--- src/rtl/pe_pkg.sv ---
`default_nettype none
// ============================================================================
//  Package     : pe_pkg
//  Description : Shared defaults and width helpers for the request
//                debounce/latch front end of the priority encoder path.
//  Contents    : WIDTH_DEF, DEBOUNCE_DEF, clog2_min1() width helper
//  Revision    : 1.0 - initial release
// ============================================================================
package pe_pkg;

  localparam int WIDTH_DEF    = 8;
  localparam int DEBOUNCE_DEF = 4;

  // $clog2 clamped to at least 1 bit, so a 1-channel build or a
  // single-cycle debounce still gets a legal vector width.
  function automatic int clog2_min1(input int n);
    return (n > 1) ? $clog2(n) : 1;
  endfunction

endpackage
`default_nettype wire

--- src/rtl/debounce_bit.sv ---
`default_nettype none
// ============================================================================
//  Module      : debounce_bit
//  Description : One request channel: 2-flop synchroniser, persistence
//                counter and accepted-level flop, plus rise indications.
//  Ports       : clk, rst      - clock, async active-high reset
//                ena           - 0 freezes counter/stable, sync keeps running
//                raw           - raw asynchronous input
//                stable        - debounced level
//                rise          - registered 1-cycle strobe on 0->1 acceptance
//                rise_set      - combinational: a 0->1 acceptance happens at
//                                the coming edge (lets the parent capture on
//                                the same edge that raises stable)
//  Revision    : 1.0 - initial release
// ============================================================================
module debounce_bit
  import pe_pkg::*;
#(
  parameter int DEBOUNCE_CYCLES = DEBOUNCE_DEF
) (
  input  logic clk,
  input  logic rst,
  input  logic ena,
  input  logic raw,
  output logic stable,
  output logic rise,
  output logic rise_set
);

  localparam int               CNT_W   = clog2_min1(DEBOUNCE_CYCLES);
  localparam logic [CNT_W-1:0] CNT_MAX = CNT_W'(DEBOUNCE_CYCLES - 1);

  logic             r_sync1;
  logic             r_sync2;
  logic [CNT_W-1:0] r_cnt;
  logic             r_stable;
  logic             r_rise;
  logic             w_differ;
  logic             w_expire;

  // Synchroniser runs regardless of ena so the level is settled on re-enable.
  always_ff @(posedge clk or posedge rst) begin
    if (rst) begin
      r_sync1 <= 1'b0;
      r_sync2 <= 1'b0;
    end else begin
      r_sync1 <= raw;
      r_sync2 <= r_sync1;
    end
  end

  assign w_differ = (r_sync2 != r_stable);
  assign w_expire = ena && w_differ && (r_cnt == CNT_MAX);
  assign rise_set = w_expire && r_sync2;

  always_ff @(posedge clk or posedge rst) begin
    if (rst) begin
      r_cnt    <= '0;
      r_stable <= 1'b0;
      r_rise   <= 1'b0;
    end else begin
      r_rise <= rise_set;
      if (ena) begin
        if (!w_differ) begin
          // Level returned to the accepted value: any partial count is void.
          r_cnt <= '0;
        end else if (r_cnt == CNT_MAX) begin
          r_stable <= r_sync2;
          r_cnt    <= '0;
        end else begin
          r_cnt <= r_cnt + CNT_W'(1);
        end
      end
    end
  end

  assign stable = r_stable;
  assign rise   = r_rise;

endmodule
`default_nettype wire

--- src/rtl/req_debounce_latch.sv ---
`default_nettype none
// ============================================================================
//  Module      : req_debounce_latch
//  Description : Synchronises and debounces WIDTH request lines, captures
//                each debounced rising edge into a sticky pending vector that
//                the priority encoder consumes and acknowledges by index.
//  Ports       : clk, rst            - clock, async active-high reset
//                ena                 - debounce enable (acks always honoured)
//                raw_in[WIDTH]       - raw asynchronous requests
//                ack_valid, ack_idx  - consumer acknowledge of one index
//                stable_out[WIDTH]   - debounced levels
//                rise_pulse[WIDTH]   - 1-cycle strobe per debounced rise
//                pending[WIDTH]      - sticky captured requests
//                overrun[WIDTH]      - rise arrived while already pending
//                any_pending         - registered OR of pending
//  Revision    : 1.0 - initial release
// ============================================================================
module req_debounce_latch
  import pe_pkg::*;
#(
  parameter int WIDTH           = WIDTH_DEF,
  parameter int DEBOUNCE_CYCLES = DEBOUNCE_DEF,
  parameter int IDX_W           = clog2_min1(WIDTH)
) (
  input  logic             clk,
  input  logic             rst,
  input  logic             ena,
  input  logic [WIDTH-1:0] raw_in,
  input  logic             ack_valid,
  input  logic [IDX_W-1:0] ack_idx,
  output logic [WIDTH-1:0] stable_out,
  output logic [WIDTH-1:0] rise_pulse,
  output logic [WIDTH-1:0] pending,
  output logic [WIDTH-1:0] overrun,
  output logic             any_pending
);

  logic [WIDTH-1:0] w_rise_set;
  logic [WIDTH-1:0] w_ack_hit;
  logic [WIDTH-1:0] w_pending_nxt;
  logic [WIDTH-1:0] w_overrun_nxt;
  logic [WIDTH-1:0] r_pending;
  logic [WIDTH-1:0] r_overrun;
  logic             r_any_pending;

  generate
    for (genvar i = 0; i < WIDTH; i++) begin : g_chan
      debounce_bit #(
        .DEBOUNCE_CYCLES (DEBOUNCE_CYCLES)
      ) u_debounce_bit (
        .clk      (clk),
        .rst      (rst),
        .ena      (ena),
        .raw      (raw_in[i]),
        .stable   (stable_out[i]),
        .rise     (rise_pulse[i]),
        .rise_set (w_rise_set[i])
      );

      // Indices >= WIDTH match no channel and are therefore ignored.
      assign w_ack_hit[i] = ack_valid && (ack_idx == IDX_W'(i));
    end
  endgenerate

  // A rise beats a same-cycle ack; overrun needs a rise onto an
  // already-pending bit that is not being served this cycle.
  assign w_pending_nxt = w_rise_set | (r_pending & ~w_ack_hit);
  assign w_overrun_nxt = (w_rise_set & r_pending & ~w_ack_hit)
                       | (r_overrun & ~w_ack_hit);

  always_ff @(posedge clk or posedge rst) begin
    if (rst) begin
      r_pending     <= '0;
      r_overrun     <= '0;
      r_any_pending <= 1'b0;
    end else begin
      r_pending     <= w_pending_nxt;
      r_overrun     <= w_overrun_nxt;
      r_any_pending <= |w_pending_nxt;
    end
  end

  assign pending     = r_pending;
  assign overrun     = r_overrun;
  assign any_pending = r_any_pending;

endmodule
`default_nettype wire

--- config.mk ---
export PLATFORM = sky130hd
export DESIGN_NAME = req_debounce_latch
export DESIGN_NICKNAME = d
export VERILOG_FILES = /design/src/rtl/pe_pkg.sv /design/src/rtl/debounce_bit.sv /design/src/rtl/req_debounce_latch.sv
export SDC_FILE = /design/constraint.sdc
export NUM_CORES = 1
export LEC_CHECK = 0
export ABC_CLOCK_PERIOD_IN_PS = 5400
export BUFFER_PORTS_ARGS = -buffer_cell sky130_fd_sc_hd__buf_2
export CORE_MARGIN = 2
export CORE_UTILIZATION = 50
export CTS_CLUSTER_DIAMETER = 200
export DETAILED_ROUTE_END_ITERATION = 10
export GPL_TIMING_DRIVEN = 0
export PLACE_DENSITY = 0.81
export SLEW_MARGIN = 20
export SYNTH_ARGS = -nofsm -noshare
export SYNTH_HDL_FRONTEND = slang
export SYNTH_SLANG_ARGS = --single-unit
--- constraint.sdc ---
create_clock -name clk -period 5.4 [get_ports clk]
set_input_delay 1.62 -clock clk [delete_from_list [all_inputs] [get_ports clk]]
set_output_delay 1.62 -clock clk [all_outputs]
set_load 0.03 [all_outputs]
==> results of run 1 <==
==> sequential cells by signal (all words and copies together), names as in the netlist <==
| name | count |
|---|---|
| pending | 8 |
| g_chan.u_debounce_bit.stable | 8 |
| any_pending | 1 |
| g_chan.u_debounce_bit.r_sync1 | 8 |
| g_chan.u_debounce_bit.r_sync2 | 8 |
| g_chan.u_debounce_bit.rise | 8 |
| g_chan.u_debounce_bit.r_cnt | 16 |
| overrun | 8 |
==> worst paths after layout <==
kind                                                                     from                                            end  slack, ns
worst min-delay path               g_chan[5].u_debounce_bit.r_sync1$_DFF_PP0_     g_chan[5].u_debounce_bit.r_sync2$_DFF_PP0_       0.35
worst max register to register  g_chan[6].u_debounce_bit.r_cnt[0]$_DFFE_PP0P_                          any_pending$_DFF_PP0_       3.21
max in group asynchronous                                                 rst                           overrun[4]$_DFF_PP0_       3.62
min in group asynchronous                                                 rst  g_chan[1].u_debounce_bit.r_cnt[0]$_DFFE_PP0P_       1.28
worst min register to register     g_chan[5].u_debounce_bit.r_sync1$_DFF_PP0_     g_chan[5].u_debounce_bit.r_sync2$_DFF_PP0_       0.35
worst max-delay path                                               ack_idx[0]                          any_pending$_DFF_PP0_       2.35
==> power breakdown <==
group | switching [uW] | total, uW | internal (uW)
Combinational | 328 | 589 | 261
Clock | 172 | 423 | 251
Sequential | 101 | 724 | 623
Total | 601 | 1740 | 1130
==> kinds of logic after synthesis <==
family / share of synthesized area
muxes: 0.0676
AOI/OAI and AO/OA: 0.0751
xor gates and xnor gates: 0.0263
buffers and inverters: 0.0770
DFF: 0.610
adders and majority gates: 0.0376
and+or+nand+nor: 0.106
==> Yosys cell counts, drive strengths merged <==
cell     number  share of area
dfrtp        65           0.61
buf          21          0.059
nand2        19          0.027
mux2         16          0.068
a21oi        12          0.023
inv          10          0.014
ha            8          0.038
nor3          8          0.015
o22ai         8          0.019
xnor2         8          0.026
a21o          7          0.020
and4b         5          0.022
nor3b         4          0.011
clkbuf        3         0.0042
nand4b        3         0.0099
a31oi         2         0.0047
a41oi         2         0.0066
or4           2         0.0056
nand2b        1         0.0023
nand4         1         0.0023
nand4bb       1         0.0042
nor2          1         0.0014
nor2b         1         0.0023
o31ai         1         0.0028
or3b          1         0.0033
==> cell type report <==
cell class	instances	area, um2
Inverter	10	40.0
Timing Repair Buffer	45	240
Tap cell	70	87.6
Buffer	24	168
Sequential cell	65	1630
Fill cell	423	1940
Clock inverter	2	35.0
Clock buffer	14	173
Multi-Input combinational cell	111	833
==> worst reg2reg max path, stage by stage, from the launching register on <==
cell and delay, ns:
dfrtp_1 0.40, ha_1 0.24, and4b_4 0.23, a21o_1 0.18, or4_1 0.58, or4_1 0.43
==> placed cells by master, fill, tap and decap left out, drive strengths merged, types with 2 or more instances in the layout <==
master	synthesis	final
nand2	19	19
xnor2	8	8
inv	10	10
mux2	16	16
dfrtp	65	65
a41oi	2	2
nor3	8	8
a21oi	12	12
o22ai	8	8
buf	21	66
and4b	5	5
ha	8	8
or4	2	2
a21o	7	7
clkbuf	3	17
nand4b	3	3
a31oi	2	2
nor3b	4	4
==> layer usage <==
| metal | up-vias | track usage | share of wire |
|---|---|---|---|
| met2 | 38 | 0.280 | 0.50 |
| li1 | 837 | - | - |
| met4 | 0 | 0.0696 | 0.014 |
| met3 | 6 | 0.0565 | 0.039 |
| met1 | 853 | 0.243 | 0.45 |
| met5 | - | 0 | 0 |
==> through the flow <==
step	area, um2	util	setup slack (ns)	std cells
global route	3200	0.623	2.34	341
finish	3200	0.623	2.35	341
global placement	2970	0.578	1.42	324
detailed placement	3000	0.583	2.08	325
floorplan	2670	-	2.15	210
CTS	3200	0.623	2.37	341
==> qor.csv, run 1 <==
stage;metric;value;unit
outcome;run_status;finished clean;
power;vdd.ir_drop.worst;355;uV
timing;setup_viol_count_final;0;
synthesis;synth_cell_types;28;
power;leakage;0.00166;uW
drt;drt_first_pass_iters;4;
grt;grt_pass1_vias;1742;
timing;fin_skew;0.00461;ns
drt;drtAntennaViolNets;0;
grt;antenna_found_initial;0;
clocking;cts-hold-fix-buffers;0;
clocking;cts_tree;built;
grt;grt_pass1_wl;8220;um
placed_design;hpwl;3330;um
clocking;cts_max_level;3;
clocking;clk_latency;0.33;ns
power;p_total;1740;uW
synthesis;synth.avg_cell_area;12.7;um2
clocking;clockRootBuffer;clkbuf_8;
floorplan;io_pins;48;
synthesis;synth_area;0.00267;mm2
critical_path;crit_cells;6;
clocking;numCtsBuffers;9;
timing;tightest_slew;0.513;ns
timing;drv_slew;0;
clocking;cts_setup_buffers;0;
grt;overflow;0;
drt;avgRoutedWirePerCell;14.1;um
synthesis;yosysSeqAreaShare;0.610;
critical_path;path_delay_family;simple AND/OR/NAND/NOR gates;
critical_path;crit_required;5.60;ns
timing;hold_viol;0;
critical_path;critical_path_class;input pin to flip-flop;
floorplan;core_area;0.00514;mm2
critical_path;start_kind;input pin;
finish;drive_gt1_frac;0.365;
grt;grt_use_total;0.182;
timing;fin_tns_setup;0;ns
timing;max_freq;0.328;GHz
finish;n_antenna_cell;0;
worst_hold_path;worst_hold_path_type;flip-flop to flip-flop;
timing;period_share;0.564;
critical_path;crit_slowest_cell;or4_1;
clocking;cts.sinks;65;
finish;area_growth;20.2;%
timing;hold-worst-slack;0.347;ns
synthesis;syn_inst;210;
clocking;path_clk_slew;0.06;ns
critical_path;r2r_cells;5;
placed_design;gp_congestion;0.789;
finish;fin_nets;289;
critical_path;cp_common_cell;or4_1;
critical_path;slowest_delay;0.57;ns
critical_path;critPathBufInv;2;
critical_path;cp_max_fo;10;
power;powerDensity;542;mW/mm2
floorplan;initial_core_util;0.519;
flow_run;drv_cap;0;
grt;grt_start_max_net_pins;37;
clocking;cts_resized;0;
drt;drc_errors;0;
critical_path;cp_cell_sequence;buf_2 -> buf_4 -> nand4b_1 -> a21o_1 -> or4_1 -> or4_1;
synthesis;yosysWarnings;0;
critical_path;arrival;3.24;ns
floorplan;dieArea;0.00593;mm2
floorplan;die_y;77.0;um
synthesis;synth_fp_nets;233;
placed_design;port_buffers;44;
drt;vias;1734;
clocking;cts_buffer_depth;2;
timing;relSlewSlack;0.658;
drt;first_iter_violations;99;
drt;routed_wl;4800;um
synthesis;ys_ff_latch;65;
critical_path;cp-end-kind;flip-flop;
timing;period_needed;3.05;ns
drt;via_per_inst;5.09;
floorplan;rows;26;
worst_hold_path;hold_depth;0;
floorplan;die_w;77.0;um
timing;rsz0062_at_grt;false;
No activity file was read; power rests on OpenSTA's default activity.
==> run 2: changes to the inputs <==
ABC_AREA = 1   (was not set)
ABC_CLOCK_PERIOD_IN_PS = 3100   (was 5400)
PLACE_DENSITY = 0.8   (was 0.81)
clock period = 3.1 ns   (was 5.4 ns; I/O delays follow)
==> run 2 against run 1 <==
  * Final cell count rose by 18%
  * Register-to-register slack got worse by 1.5 ns
  * Sequential share of layout area is 1.7 points lower
  * Design area increased by 3.4%
  * Count of clock-buffer cells in the layout fell by 4
  * Worst hold slack hardly changed
  * Critical path depth decreased by 4
  * Clock skew is 0.0059 ns higher
  * Setup slack worse by 1.3 ns
  * Power grew 70%
  * First-iteration DRC count increased by 1.0%
==> qor.csv, run 2 <==
stage;metric;value;unit;change
synthesis;yosysTopAreaCell;dfrtp_1;;
timing;hold-worst-slack;0.347;ns;+0.0000270 ns
timing;period_share;0.650;;
synthesis;async_reset_ff_frac;1.00;;unchanged
critical_path;rr_startpoint;g_chan[7].u_debounce_bit.r_cnt[0]$_DFFE_PP0P_;;
clocking;cts_max_level;3;;unchanged
synthesis;ys_top_cells_by_count;65 x dfrtp_1, 55 x nand2_1, 37 x inv_1;;
clocking;clk_latency;0.34;ns;about the same
drt;drc_errors;0;;unchanged
synthesis;syn_inst;266;;+27%
floorplan;die_w;78.3;um;+1.7%
timing;period_needed;2.02;ns;
placed_design;hpwl;3520;um;+5.5%
worst_hold_path;min-delay-start;g_chan[3].u_debounce_bit.r_sync1$_DFF_PP0_;;
placed_design;dp_cells;386;;+19%
drt;drtAntennaViolNets;0;;unchanged
synthesis;yosysMostFrequentCell;dfrtp_1;;
drt;via_per_inst;4.78;;-6.1%
timing;max_freq;0.496;GHz;
clocking;cts-hold-fix-buffers;0;;unchanged
timing;drv_slew;0;;unchanged
synthesis;ys.flop_type;dfrtp_1;;
clocking;clockRootBuffer;clkbuf_8;;
critical_path;cp-startpoint;g_chan[0].u_debounce_bit.stable$_DFFE_PP0P_;;
outcome;run_status;finished clean;;
grt;grt_pass1_vias;1937;;+11%
power;leakage;0.00182;uW;+9.8%
clocking;cts_setup_buffers;0;;unchanged
grt;grt_pass1_wl;8450;um;+2.7%
grt;grtUsageMet3;0.0322;;-0.0243
timing;fin_skew;0.0105;ns;+0.00587 ns
synthesis;synth_area;0.00276;mm2;+3.7%
grt;overflow;0;;unchanged
finish;area_growth;19.9;%;
grt;antenna_found_initial;0;;unchanged
grt;grt_start_max_net_pins;48;;+30%
clocking;path_clk_slew;0.08;ns;+0.02 ns
finish;layout_common_cells;65 x dfrtp_1, 55 x nand2_1, 48 x buf_2, 36 x inv_1, 17 x o21ai_0;;
critical_path;critical_path_class;flip-flop to output pin;;
synthesis;ys_top_cells_by_area;dfrtp_1 59%, nand2_1 7.5%, inv_1 5.0%;;
synthesis;synth.top_cell.area_share;0.589;;-0.0216
critical_path;cp_max_fo;5;;-5
drt;avgRoutedWirePerCell;12.1;um;-14%
timing;relSlewSlack;0.770;;+0.111
critical_path;start_kind;flip-flop;;
floorplan;rows;27;;+3.8%
clocking;cts_tree;built;;
critical_path;crit_end;stable_out[0];;
floorplan;die_y;78.3;um;+1.7%
power;vdd.ir_drop.worst;347;uV;-2.3%
timing;setup_viol_count_final;0;;unchanged
synthesis;synth.avg_cell_area;10.4;um2;-18%
grt;met1_usage;0.220;;-0.0225
finish;final_common_cell;dfrtp_1;;
finish;n_antenna_cell;0;;unchanged
floorplan;initial_core_util;0.511;;-0.00739
finish;largest_register;g_chan.u_debounce_bit.r_cnt;;
critical_path;r2r_slack;1.75;ns;-1.46 ns
drt;first_iter_violations;100;;+1.0%
synthesis;yosysSeqAreaShare;0.589;;-0.0216
flow_run;drv_cap;0;;unchanged
critical_path;r2r_end;any_pending$_DFF_PP0_;;
power;powerDensity;889;mW/mm2;+64%
timing;rsz0062_at_grt;false;;
synthesis;synth_fp_nets;289;;+24%
drt;drt_first_pass_iters;4;;unchanged
critical_path;crit_required;2.17;ns;-3.43 ns
grt;grt_use_total;0.180;;-0.00174
finish;final_util;0.613;;-0.0102
synthesis;ys_ff_latch;65;;unchanged
grt;grt_busiest_layer;met2;;
finish;layoutNonFillerInstCount;402;;+18%
grt;grt.met2_usage;0.304;;+0.0245
clocking;cts_buffer_depth;2;;unchanged
floorplan;io_pins;48;;unchanged
drt;routed_wl;4860;um;+1.3%
finish;fin_nets;348;;+20%
floorplan;dieArea;0.00614;mm2;+3.5%
clocking;cts_resized;0;;unchanged
clocking;cts.sinks;65;;unchanged
finish;drive_gt1_frac;0.330;;-0.0350
synthesis;synth_edf_count;0;;unchanged
floorplan;core_area;0.00541;mm2;+5.2%
critical_path;cp-end-kind;output pin;;
placed_design;port_buffers;47;;+6.8%
worst_hold_path;worst_hold_path_type;flip-flop to flip-flop;;
clocking;numCtsBuffers;9;;unchanged
timing;hold_viol;0;;unchanged
critical_path;arrival;1.09;ns;-2.15 ns
synthesis;yosysWarnings;0;;unchanged
timing;tightest_slew;0.344;ns;-0.169 ns
finish;largest_reg_flops;16;;unchanged
critical_path;r2r_cells;7;;+2
placed_design;gp_congestion;0.764;;-3.2%
drt;vias;1920;;+11%
synthesis;synth_cell_types;23;;-18%
-- run 2: cell count changes after synthesis, moves of 7 or more --
cell     change
mux2_2      -14
nor3_1       -8
o22ai_1      -8
xnor2_1      -8
o21ai_0     +17
nor2_1      +15
nand2_1     +36
inv_1       +27
a21o_1       -7
-- run 2: power breakdown --
group | switching [uW] | internal [uW] | total (uW)
logic | 619 | 364 | 983
registers | 185 | 1080 | 1260
clock network | 311 | 387 | 698
total | 1120 | 1830 | 2940
-- run 2: cells by family after synthesis --
group,count (synthesis),share of synthesized area
flip-flops,65,0.589
multiplexers,3,0.0118
AND/OR/NAND/NOR,87,0.159
AO/OA/AOI/OAI,44,0.0965
adder cells (fa/ha/maj),8,0.0362
buffers and inverters,59,0.108
-- run 2: per-layer routing --
metal | share of wire | vias up | wire (um)
met1 | 0.45 | 922 | 2170
met5 | 0 | - | 0
met4 | 0.023 | 0 | 110
li1 | - | 946 | -
met3 | 0.035 | 10 | 172
met2 | 0.50 | 42 | 2410
-- run 2: final cells by class --
cell class | count | area (um2)
Timing Repair Buffer | 48 | 263
Clock inverter | 6 | 57.6
Multi-Input combinational cell | 142 | 838
Inverter | 40 | 153
Clock buffer | 10 | 138
Buffer | 19 | 148
Sequential cell | 65 | 1630
Fill cell | 451 | 2090
Tap cell | 72 | 90.1
-- run 2: worst max-delay path: stages, from the launching register on --
cell and delay (ns):
dfrtp_1 0.43, buf_4 0.15, buf_2 0.17
-- run 2: through the flow --
| step | TNS (ns) | setup slack [ns] | total power [uW] | area (um2) |
|---|---|---|---|---|
| floorplan | 0 | 0.544 | 2000 | 2760 |
| global placement | -13.06 | -0.204 | 2210 | 3090 |
| detailed placement | 0 | 1.21 | 2270 | 3120 |
| CTS | 0 | 1.08 | 2980 | 3310 |
| global route | 0 | 1.02 | 3150 | 3310 |
| finish | 0 | 1.08 | 2940 | 3310 |
-- run 2: worst min path at each step --
stage | cells after the start | slack, ns | end
after floorplan | 0 | 0.33 | g_chan[0].u_debounce_bit.r_sync2$_DFF_PP0_
after global placement | 0 | 0.33 | g_chan[3].u_debounce_bit.r_sync2$_DFF_PP0_
after detailed placement | 0 | 0.33 | g_chan[0].u_debounce_bit.r_sync2$_DFF_PP0_
after CTS | 0 | 0.35 | g_chan[3].u_debounce_bit.r_sync2$_DFF_PP0_
after global routing | 0 | 0.35 | g_chan[0].u_debounce_bit.r_sync2$_DFF_PP0_
final | 0 | 0.35 | g_chan[3].u_debounce_bit.r_sync2$_DFF_PP0_
==> run 3: changes to the inputs <==
ABC_CLOCK_PERIOD_IN_PS = 2100   (was 3100)
clock period = 2.1 ns   (was 3.1 ns; I/O delays follow)
==> run 3 against run 2 <==
  * Die area unchanged
  * Design area increased by 0.23%
  * Critical path type unchanged
  * Core utilization increased by 0.14 points
==> qor.csv, run 3 (synthesis results as in run 2) <==
stage;metric;value;unit;change
finish;n_fill_cell;449;;-0.44%
finish;largest_register;g_chan.u_debounce_bit.r_cnt;;
power;combPwrFrac;0.337;;+0.003
power;p_total;4340;uW;+47%
flow_run;drv_cap;0;;unchanged
floorplan;core_area;0.00541;mm2;unchanged
finish;area_growth;20.2;%;
power;vdd.ir_drop.worst;466;uV;+35%
floorplan;initial_core_util;0.511;;unchanged
critical_path;crit_required;1.47;ns;-0.70 ns
timing;tightest_slew;0.309;ns;-0.0347 ns
clocking;path_clk_slew;0.07;ns;about the same
finish;final_util;0.614;;+0.00139
critical_path;cp-startpoint;g_chan[0].u_debounce_bit.stable$_DFFE_PP0P_;;
finish;fin_nets;349;;+0.29%
drt;drc_errors;0;;unchanged
timing;max_freq;0.586;GHz;
clocking;clk_latency;0.34;ns;about the same
critical_path;arrival;1.08;ns;about the same
timing;drv_slew;0;;unchanged
critical_path;critical_path_class;flip-flop to output pin;;
power;swShare;0.376;;-0.00240
drt;drt_first_pass_iters;4;;unchanged
timing;period_share;0.813;;
timing;fin_tns_setup;0;ns;unchanged
grt;grt_pass1_vias;1835;;-5.3%
timing;fin_skew;0.00798;ns;-0.00250 ns
drt;first_iter_violations;126;;+26%
clocking;cts.sinks;65;;unchanged
finish;drive_gt1_frac;0.323;;-0.00704
grt;grt_pass1_wl;8370;um;-0.90%
clocking;numCtsBuffers;9;;unchanged
placed_design;hpwl;3620;um;+3.0%
critical_path;cp-end-kind;output pin;;
floorplan;rows;27;;unchanged
critical_path;cp_max_fo;5;;unchanged
floorplan;die_y;78.3;um;unchanged
drt;vias;1937;;+0.89%
finish;n_antenna_cell;0;;unchanged
critical_path;r2r_end;any_pending$_DFF_PP0_;;
grt;overflow;0;;unchanged
clocking;cts_buffer_depth;2;;unchanged
clocking;cts-hold-fix-buffers;0;;unchanged
power;p_sw;1630;uW;+46%
placed_design;port_buffers;47;;unchanged
clocking;clockRootBuffer;clkbuf_8;;
clocking;cts_tree;built;;
drt;routed_wl;4870;um;about the same
critical_path;rr_startpoint;g_chan[7].u_debounce_bit.r_cnt[0]$_DFFE_PP0P_;;
drt;via_per_inst;4.81;;+0.64%
timing;hold-worst-slack;0.247;ns;-0.100 ns
finish;layout_common_cells;65 x dfrtp_1, 55 x nand2_1, 48 x buf_2, 36 x inv_1, 17 x o21ai_0;;
critical_path;crit_end;stable_out[0];;
timing;relSlewSlack;0.793;;+0.0239
floorplan;io_pins;48;;unchanged
critical_path;start_kind;flip-flop;;
finish;largest_reg_flops;16;;unchanged
timing;hold_viol;0;;unchanged
grt;grt_use_total;0.181;;+0.00136
floorplan;dieArea;0.00614;mm2;unchanged
clocking;cts_resized;0;;unchanged
finish;final_common_cell;dfrtp_1;;
placed_design;gp_congestion;0.768;;+0.60%
timing;period_needed;1.71;ns;
grt;antenna_found_initial;0;;unchanged
power;leakage;0.00182;uW;-0.14%
critical_path;r2r_cells;7;;unchanged
drt;avgRoutedWirePerCell;12.1;um;-0.23%
timing;rsz0062_at_grt;false;;
grt;grt_start_max_net_pins;31;;-35%
worst_hold_path;worst_hold_path_type;input pin to asynchronous set/reset pin;;
power;p_int;2710;uW;+48%
power;pwr-share-clk;0.235;;-0.002
floorplan;die_w;78.3;um;unchanged
power;powerDensity;1310;mW/mm2;+47%
outcome;run_status;finished clean;;
power;seq_power_share;0.428;;about the same
drt;drtAntennaViolNets;0;;unchanged
placed_design;dp_cells;387;;+0.26%
timing;setup_viol_count_final;0;;unchanged
clocking;cts_setup_buffers;0;;unchanged
finish;layoutNonFillerInstCount;403;;+0.25%
critical_path;r2r_slack;0.74;ns;-1.01 ns
clocking;cts_max_level;3;;unchanged
run 3: worst min-delay path by stage:
stage	from	cells past startpoint	slack [ns]	endpoint
6_report	rst	2	0.25	g_chan[4].u_debounce_bit.rise$_DFF_PP0_
5_1_grt	rst	2	0.24	g_chan[4].u_debounce_bit.rise$_DFF_PP0_
4_1_cts	rst	2	0.24	overrun[4]$_DFF_PP0_
3_5_place_dp	g_chan[7].u_debounce_bit.r_sync1$_DFF_PP0_	0	0.33	g_chan[7].u_debounce_bit.r_sync2$_DFF_PP0_
3_3_place_gp	g_chan[1].u_debounce_bit.r_sync1$_DFF_PP0_	0	0.33	g_chan[1].u_debounce_bit.r_sync2$_DFF_PP0_
2_1_floorplan	g_chan[0].u_debounce_bit.r_sync1$_DFF_PP0_	0	0.33	g_chan[0].u_debounce_bit.r_sync2$_DFF_PP0_
run 3: per-layer routing:
| metal | global-route usage | wire [um] | vias up |
|---|---|---|---|
| met5 | 0 | 0 | - |
| met4 | 0.0842 | 121 | 0 |
| met3 | 0.0632 | 331 | 11 |
| met2 | 0.275 | 2320 | 53 |
| met1 | 0.235 | 2090 | 922 |
| li1 | - | - | 951 |
run 3: layout make-up:
class	count	area, um2	area share
clock buffers	13	149	0.0448
multi-input cells	142	838	0.252
plain buffers	19	148	0.0445
well taps	72	90.1	0.0271
clock inverters	3	40.0	0.0121
flip-flops and latches	65	1630	0.490
inverters	40	154	0.0463
repair buffers	49	275	0.0829
run 3: power groups by stage:
stage                     clock [uW]  combinational [uW]  sequential (uW)
after floorplan                    0                 906             2050
after global placement             0                1400             1860
after detailed placement           0                1480             1870
after CTS                       1050                1480             1850
after global routing            1110                1630             1920
final                           1020                1460             1860
run 3: per-stage QoR:
stage	setup WS [ns]	cell area [um2]
after floorplan	0.770	2770
after global placement	0.309	3090
after detailed placement	0.422	3130
after CTS	0.375	3320
after global routing	0.332	3320
final	0.393	3320
run 3: worst max-delay path, cell delays in order, from the launching register on:
cell	delay, ns
dfrtp_1	0.42
buf_4	0.15
buf_2	0.17
